<file path="src/rtl/fetch_queue.sv">
// fetch_queue: instruction prefetch stage for the 16-bit core.
//
// Owns the fetch PC. It issues one word read per cycle to a 1-cycle-latency
// instruction memory. Each returned word is buffered together with the PC it
// came from in a DEPTH-entry FIFO, and the FIFO drains to decode through a
// valid/ready handshake. A redirect flushes the queue and restarts fetch at
// redirect_pc.
//
// Optional feature macro: FETCH_QUEUE_BYPASS_EN. When it is defined, a kept
// response that arrives while the queue is empty is presented to decode in
// the same cycle.
//
// Ports:
//   clk, rst            clock, asynchronous active-high reset
//   imem_req/imem_addr  fetch request and word address
//   imem_rvalid/rdata   memory response, one cycle after the request
//   redirect/_pc        flush and restart fetch at redirect_pc
//   dec_valid/ready     head-entry handshake to decode
//   dec_instr/dec_pc    head instruction and its PC
//   count               occupied FIFO entries
module fetch_queue #(
  parameter int DEPTH = 4,
  parameter int XLEN  = 16
) (
  input  logic                   clk,
  input  logic                   rst,
  output logic                   imem_req,
  output logic [XLEN-1:0]        imem_addr,
  input  logic                   imem_rvalid,
  input  logic [XLEN-1:0]        imem_rdata,
  input  logic                   redirect,
  input  logic [XLEN-1:0]        redirect_pc,
  output logic                   dec_valid,
  input  logic                   dec_ready,
  output logic [XLEN-1:0]        dec_instr,
  output logic [XLEN-1:0]        dec_pc,
  output logic [$clog2(DEPTH):0] count
);
  localparam int PW = $clog2(DEPTH);
  localparam logic [PW+1:0] FULL_OCC = (PW+2)'(DEPTH);

  typedef struct packed {
    logic [XLEN-1:0] instr;
    logic [XLEN-1:0] pc;
  } entry_t;

  typedef enum logic [1:0] {IDLE, BUSY, SQUASH} state_t;

  state_t          state, state_nxt;
  entry_t          fifo [DEPTH];
  logic [PW-1:0]   head, tail;
  logic [XLEN-1:0] fetch_pc, req_pc;
  logic [PW+1:0]   occ;
  logic            issue, kept, byp, pop, push, fifo_pop;

  // The in-flight request is counted as occupied, so a response always has
  // a free slot to land in.
  assign occ      = {1'b0, count} + {{(PW+1){1'b0}}, (state != IDLE)};
  assign issue    = !rst && !redirect && (occ < FULL_OCC);
  assign imem_req  = issue;
  assign imem_addr = fetch_pc;

  // Responses are kept only in BUSY. A stray response in IDLE and the
  // response to a squashed fetch both fall through here.
  assign kept = imem_rvalid && (state == BUSY) && !redirect;

`ifdef FETCH_QUEUE_BYPASS_EN
  assign byp       = kept && (count == '0);
  assign dec_instr = byp ? imem_rdata : fifo[head].instr;
  assign dec_pc    = byp ? req_pc     : fifo[head].pc;
`else
  assign byp       = 1'b0;
  assign dec_instr = fifo[head].instr;
  assign dec_pc    = fifo[head].pc;
`endif

  assign dec_valid = ((count != '0) || byp) && !redirect;
  assign pop       = dec_valid && dec_ready;
  // A bypassed word that decode accepts never touches the FIFO.
  assign push      = kept && !(byp && dec_ready);
  assign fifo_pop  = pop && !byp;

  always_comb begin
    state_nxt = IDLE;
    if (redirect)   state_nxt = (state == BUSY) ? SQUASH : IDLE;
    else if (issue) state_nxt = BUSY;
  end

  always_ff @(posedge clk or posedge rst) begin
    if (rst) begin
      state    <= IDLE;
      fetch_pc <= '0;
      req_pc   <= '0;
      head     <= '0;
      tail     <= '0;
      count    <= '0;
      for (int i = 0; i < DEPTH; i++) fifo[i] <= '0;
    end else begin
      state <= state_nxt;
      if (redirect) begin
        head     <= '0;
        tail     <= '0;
        count    <= '0;
        fetch_pc <= redirect_pc;
      end else begin
        if (issue) begin
          req_pc   <= fetch_pc;
          fetch_pc <= fetch_pc + XLEN'(1);
        end
        if (push) begin
          fifo[tail] <= {imem_rdata, req_pc};
          tail       <= tail + PW'(1);
        end
        if (fifo_pop) head <= head + PW'(1);
        if (push && !fifo_pop)      count <= count + (PW+1)'(1);
        else if (!push && fifo_pop) count <= count - (PW+1)'(1);
      end
    end
  end

endmodule

</file>
<file path="config.mk">
export PLATFORM = sky130hd
export DESIGN_NAME = fetch_queue
export DESIGN_NICKNAME = d
export VERILOG_FILES = /design/src/rtl/fetch_queue.sv
export SDC_FILE = /design/constraint.sdc
export NUM_CORES = 1
export LEC_CHECK = 0
export ABC_AREA = 1
export BUFFER_PORTS_ARGS = -buffer_cell sky130_fd_sc_hd__buf_2
export CORE_ASPECT_RATIO = 1.75
export CORE_UTILIZATION = 59
export DETAILED_ROUTE_END_ITERATION = 10
export PLACE_DENSITY = 0.8
export SKIP_CTS_REPAIR_TIMING = 1
export SLEW_MARGIN = 20
export SYNTH_ARGS = -nofsm -noshare
export SYNTH_HDL_FRONTEND = slang
export SYNTH_SLANG_ARGS = --single-unit
</file>
<file path="constraint.sdc">
create_clock -name clk -period 5.45 [get_ports clk]
set_input_delay 0.2725 -clock clk [delete_from_list [all_inputs] [get_ports clk]]
set_output_delay 0.2725 -clock clk [all_outputs]
set_load 0.02 [all_outputs]
</file>
* After elaboration in Yosys (flattened, before gate mapping)
Index checks and enable logic that the tools add are counted.
** Storage, ports and cells
- Memory bits (writable) :: 0
- Word-level logic and storage cells :: 67
- Output and inout port bits :: 53
- Bits in latches :: 0
- Input port bits :: 37
- Bits in registers :: 169
- Memory bits (read-only) :: 0
- Memories kept :: 0
** Operators by class
- Reduce and logical (&&, ||, !) cells :: 21
- Multiply operators :: 0
- Bitwise operators :: 3
- $lt $le $gt $ge :: 4
- Divide/modulo/power cells :: 0
- Equality and inequality tests :: 1
- Mux-type cells :: 18
- Shift-type cells :: 0
- Add/subtract/negate cells :: 6
** Operator list (number)
- 128-bit bitwise mux :: 1
- 32-bit two-way mux :: 3
- 32-bit binary-select mux with 2-bit select :: 1
- 32-bit demux with 2-bit select :: 1
- 16-bit two-way mux :: 2
- 16-bit by 1-bit adder with 16-bit output (second input constant) :: 1
- 2-bit two-way mux :: 6
- 1-bit logical AND :: 9
- 3-bit two-way mux :: 3
- 2-bit nonzero test :: 4
- 3-bit >= comparator (second input constant) :: 2
- 2-bit inverter with 3-bit output :: 2
- 3-bit nonzero test :: 2
- 2-bit by 1-bit adder with 2-bit output (second input constant) :: 2
- 3-bit by 1-bit adder with 4-bit output :: 1
- 1-bit zero test :: 4
- 4-bit by 3-bit < comparator with 1-bit output (second input constant) :: 1
- 2-bit AND reduction :: 2
- 3-bit by 1-bit adder with 3-bit output (second input constant) :: 1
- 3-bit by 1-bit < comparator with 1-bit output (second input constant) :: 1
- 3-bit by 1-bit subtractor with 3-bit output (second input constant) :: 1
- 2-bit by 1-bit == test with 1-bit output (second input constant) :: 1
- 1-bit two-way mux :: 1
- 1-bit inverter :: 1

* Longest topological paths before layout
- Depth after elaboration :: 8
- Depth in mapped cells :: 11
- Mapped depth without buffers :: 11

* Worst setup path before layout
No wires, ideal clock.
- Kind :: flip-flop to flip-flop
- Start point :: register count[2]
- End point :: register count[2]
- Path buffers :: 0
- Stages on the path, launching flop included :: 12
- Setup slack :: 3.600 ns
- Setup time :: 0.065 ns
- Arrival time :: 1.784 ns
- Clock period less this slack :: 1.850 ns
- Required time :: 5.385 ns
- Cells stage by stage :: dfrtp_1 > inv_1 > nand2_1 > nand3_2 > nand2_1 > inv_1 > fa_1 > xor2_1 > nand3b_1 > nand2_1 > nand2_1 > nand2_1
** On the way
- Word-level cells in the longest chain between the ends :: 7
- Elaborated cells on any way between the ends :: 12
- Classes of those cells :: add/sub: 2; mux: 3; reduce/logical: 7
** RTL lines
- start: declaration :: line 37 : output logic [$clog2(DEPTH):0] count
- start signal: assignment :: line 115 : if (push && !fifo_pop) count <= count + (PW+1)'(1);
- start signal: assignment :: line 116 : else if (!push && fifo_pop) count <= count - (PW+1)'(1);
- parallel branches: the longest is 7 deep, another holds 3-bit by 1-bit subtractor with 3-bit output
Several ways; the timed one is not identified. The select of a mux whose other input is x is not followed.
A chain may end at the register's enable or synchronous reset.

* Worst setup path in the final report
- Start point :: register head[1]
- End point :: output dec_pc[14]
** On the way
- Word-level cells in the longest chain between the ends :: 4
** RTL lines
- start: declaration :: line 51 : logic [PW-1:0] head, tail;
- start signal: assignment :: line 114 : if (fifo_pop) head <= head + PW'(1);
- 2-bit inverter with 3-bit output (implied by the code) :: line 74 : assign dec_pc = fifo[head].pc;
- 32-bit binary-select mux with 2-bit select :: line 74
- 32-bit two-way mux (implied by the code) (2 in a row) :: line 74
- end: declaration :: line 36 : output logic [XLEN-1:0] dec_pc,
No other way between the ends. The select of a mux whose other input is x is not followed.

==> impl_metrics.csv <==
group,metric,value,unit
power,p_leak,4.46,nW
floorplanning,io_pins,90,
synth,yosysUniqueCellTypes,33,
finish,layout_common_cells,"nand2_1 (217), dfrtp_1 (168), o21ai_0 (90)",
worst_setup_path,cp.required,5180,ps
floorplanning,fp.dieArea,0.0141,mm2
placed_design,place_congestion,0.841,
floorplanning,rows,56,
timing,layout_setup_ws,2860,ps
routing,routedWlPerCell,15.1,um
timing,hold_violations,3,
timing,min_period_over_period,0.474,
routing,routed_wl,17.4,mm
worst_setup_path,cp_max_fo,34,
routing,ant_nets,0,
run_status,status,"finished, violations left",
routing,route.vias.total,6364,
synth,ys_ff_latch,169,
timing,fmax,0.387,GHz
timing,finClkSkew,10.7,ps
global_route,grt_use_total,0.262,
global_route,grt_max_degree,115,
floorplanning,initial_core_util,0.603,
finish,fill_cells,1086,
worst_hold_path,worstHoldPathType,"primary input to async pin",
clock_network,clk_pin_slew,70,ps
placed_design,pre_cts_ws,3280,ps
placed_design,io_buffers,89,
clock_network,clk_latency,430,ps
routing,route.detailed.drc,1,
synth,yosys_warnings,0,
floorplanning,design.core.area,0.0133,mm2
clock_network,clockBufferDepth,2,
worst_setup_path,endpoint_kind,"output port",
global_route,grt_pass1_wl,29.2,mm
timing,setup_viol,0,
finish,diodes,0,
global_route,grt_pass1_vias,5967,
worst_setup_path,rr_startpoint,"count[2]",
clock_network,root_buffer,"clkbuf_16",
timing,worst_slew_pin_slew,1060,ps
worst_setup_path,startpoint_type,"flip-flop",
synth,syn_inst,909,
routing,drtIter0Drc,500,
run_status,violations,"design-rule violations, negative hold slack",
finish,area_growth,10.9,%
worst_setup_path,crit_type,"flip-flop to output port",
timing,rsz0062_at_grt,"false",
power,irDropWorstVdd,0.000224,V
timing,slew_violations,0,
synth,synthesis.area,0.00802,mm2
clock_network,cts_max_level,4,
global_route,grt_overflow,0,
worst_setup_path,reg2reg_setup_slack,3530,ps
routing,viasPerCell,5.51,
synth,seq_area_frac_synth,0.527,
worst_setup_path,r2r-end,"count[2]",
global_route,antenna_found_initial,0,
placed_design,hpwl,10.5,mm
timing,hold_ws,-6.17,ps
synth,syn_nets,952,
worst_setup_path,arrival,2310,ps
routing,dr.pass1.iters,8,
floorplanning,die_w,90.1,um
timing,fin_tns_setup,0,ps
timing,period_needed,2590,ps
floorplanning,fp.dieH,156,um
synth,syn_area_per_cell,8.82,um2
finish,drive_gt1_frac,0.199,
finish,final_common_cell,"nand2_1",
run,cap_violations,0,
finish,finalNetCount,1012,
clock_network,cts_tree,"done",
clock_network,numCtsBuffers,17,
power,pwr_density_cell,473,mW/mm2
timing,max_slew_margin,0.291,
clock_network,clock-sinks,169,
worst_setup_path,r2r_cells,11,
-- how the worst max path moves through the flow --
stage | start | to | slack (ps)
2_1_floorplan | rst | count[0] | 600
3_5_place_dp | head[1] | dec_pc[14] | 3280
6_report | head[1] | dec_pc[14] | 2860
5_1_grt | head[0] | dec_pc[14] | 2620
4_1_cts | head[1] | dec_pc[14] | 2810
3_3_place_gp | head[1] | dec_pc[11] | 3320
-- cell usage after synthesis --
| master | instances | area share |
|---|---|---|
| nand2_1 | 217 | 0.10 |
| dfrtp_1 | 169 | 0.53 |
| o21ai_0 | 90 | 0.056 |
| o21ai_1 | 89 | 0.056 |
| nor2_1 | 76 | 0.036 |
| inv_1 | 71 | 0.033 |
| o21ai_2 | 44 | 0.048 |
| o22ai_1 | 32 | 0.025 |
| buf_6 | 25 | 0.035 |
| nand3_1 | 23 | 0.014 |
| clkbuf_1 | 16 | 0.0075 |
| buf_2 | 5 | 0.0031 |
| buf_4 | 5 | 0.0047 |
| ha_1 | 5 | 0.0078 |
| nand2_4 | 5 | 0.0070 |
| a21oi_1 | 4 | 0.0025 |
| nor2_2 | 4 | 0.0031 |
| o211ai_1 | 4 | 0.0037 |
| xor2_1 | 3 | 0.0033 |
| inv_2 | 2 | 0.00094 |
| nand2_2 | 2 | 0.0016 |
| nand3_2 | 2 | 0.0025 |
| nand3b_1 | 2 | 0.0019 |
| nand4_1 | 2 | 0.0016 |
| nor3_1 | 2 | 0.0012 |
| nor3_4 | 2 | 0.0041 |
| or2_2 | 2 | 0.0016 |
| a21oi_2 | 1 | 0.0011 |
| fa_1 | 1 | 0.0025 |
| inv_4 | 1 | 0.00078 |
| nand3_4 | 1 | 0.0022 |
| nor2_8 | 1 | 0.0025 |
| nor3_2 | 1 | 0.0012 |
-- final cells by class --
cell class	count	area, um2	area share
Clock buffer	20	467	0.0524
Clock inverter	12	119	0.0134
Inverter	74	289	0.0325
Multi-Input combinational cell	615	3110	0.349
Sequential cell	169	4230	0.475
Tap cell	174	218	0.0245
Timing Repair Buffer	92	468	0.0526
-- sequential cells by signal, indices dropped and copies added, names as in the netlist --
register	cells
count	3
fifo	128
head	2
imem_addr	16
req_pc	16
state	2
tail	2
-- cell families after synthesis --
| logic type | share of synthesized area |
|---|---|
| XOR/XNOR | 0.00328 |
| adder cells (fa/ha/maj) | 0.0103 |
| AND/OR/NAND/NOR | 0.182 |
| flip-flops | 0.527 |
| buffers and inverters | 0.0853 |
| AO/OA/AOI/OAI | 0.192 |
-- metal layers --
layer / track usage / part of all wire
met5: 0 / 0
met4: 0.0837 / 0.018
met3: 0.0564 / 0.037
met2: 0.462 / 0.53
met1: 0.320 / 0.42
-- metrics by stage --
stage / power, W / cell area, um2 / hold WS [ps] / instances / util
floorplan: 0.00265 / 8020 / 405 / 909 / -
CTS: 0.00422 / 8890 / 56.3 / 1156 / 0.668
global placement: 0.00301 / 8310 / 459 / 1124 / 0.624
global route: 0.00447 / 8900 / 61.7 / 1156 / 0.668
detailed placement: 0.00305 / 8310 / 462 / 1124 / 0.624
finish: 0.00421 / 8900 / -6.17 / 1156 / 0.668
-- worst max-delay path, stage by stage, from the launching register on --
cell,delay [ps]
dfrtp_1,360
clkinv_1,820
o21ai_0,380
o22ai_1,140
buf_2,180
-- where the power goes --
part	internal, W	total, W	switching (W)
registers	0.00151	0.00167	0.000163
logic	0.000438	0.00136	0.000920
clock network	0.000670	0.00118	0.000509
total	0.00262	0.00421	0.00159
(Power assumes the default switching activity.)
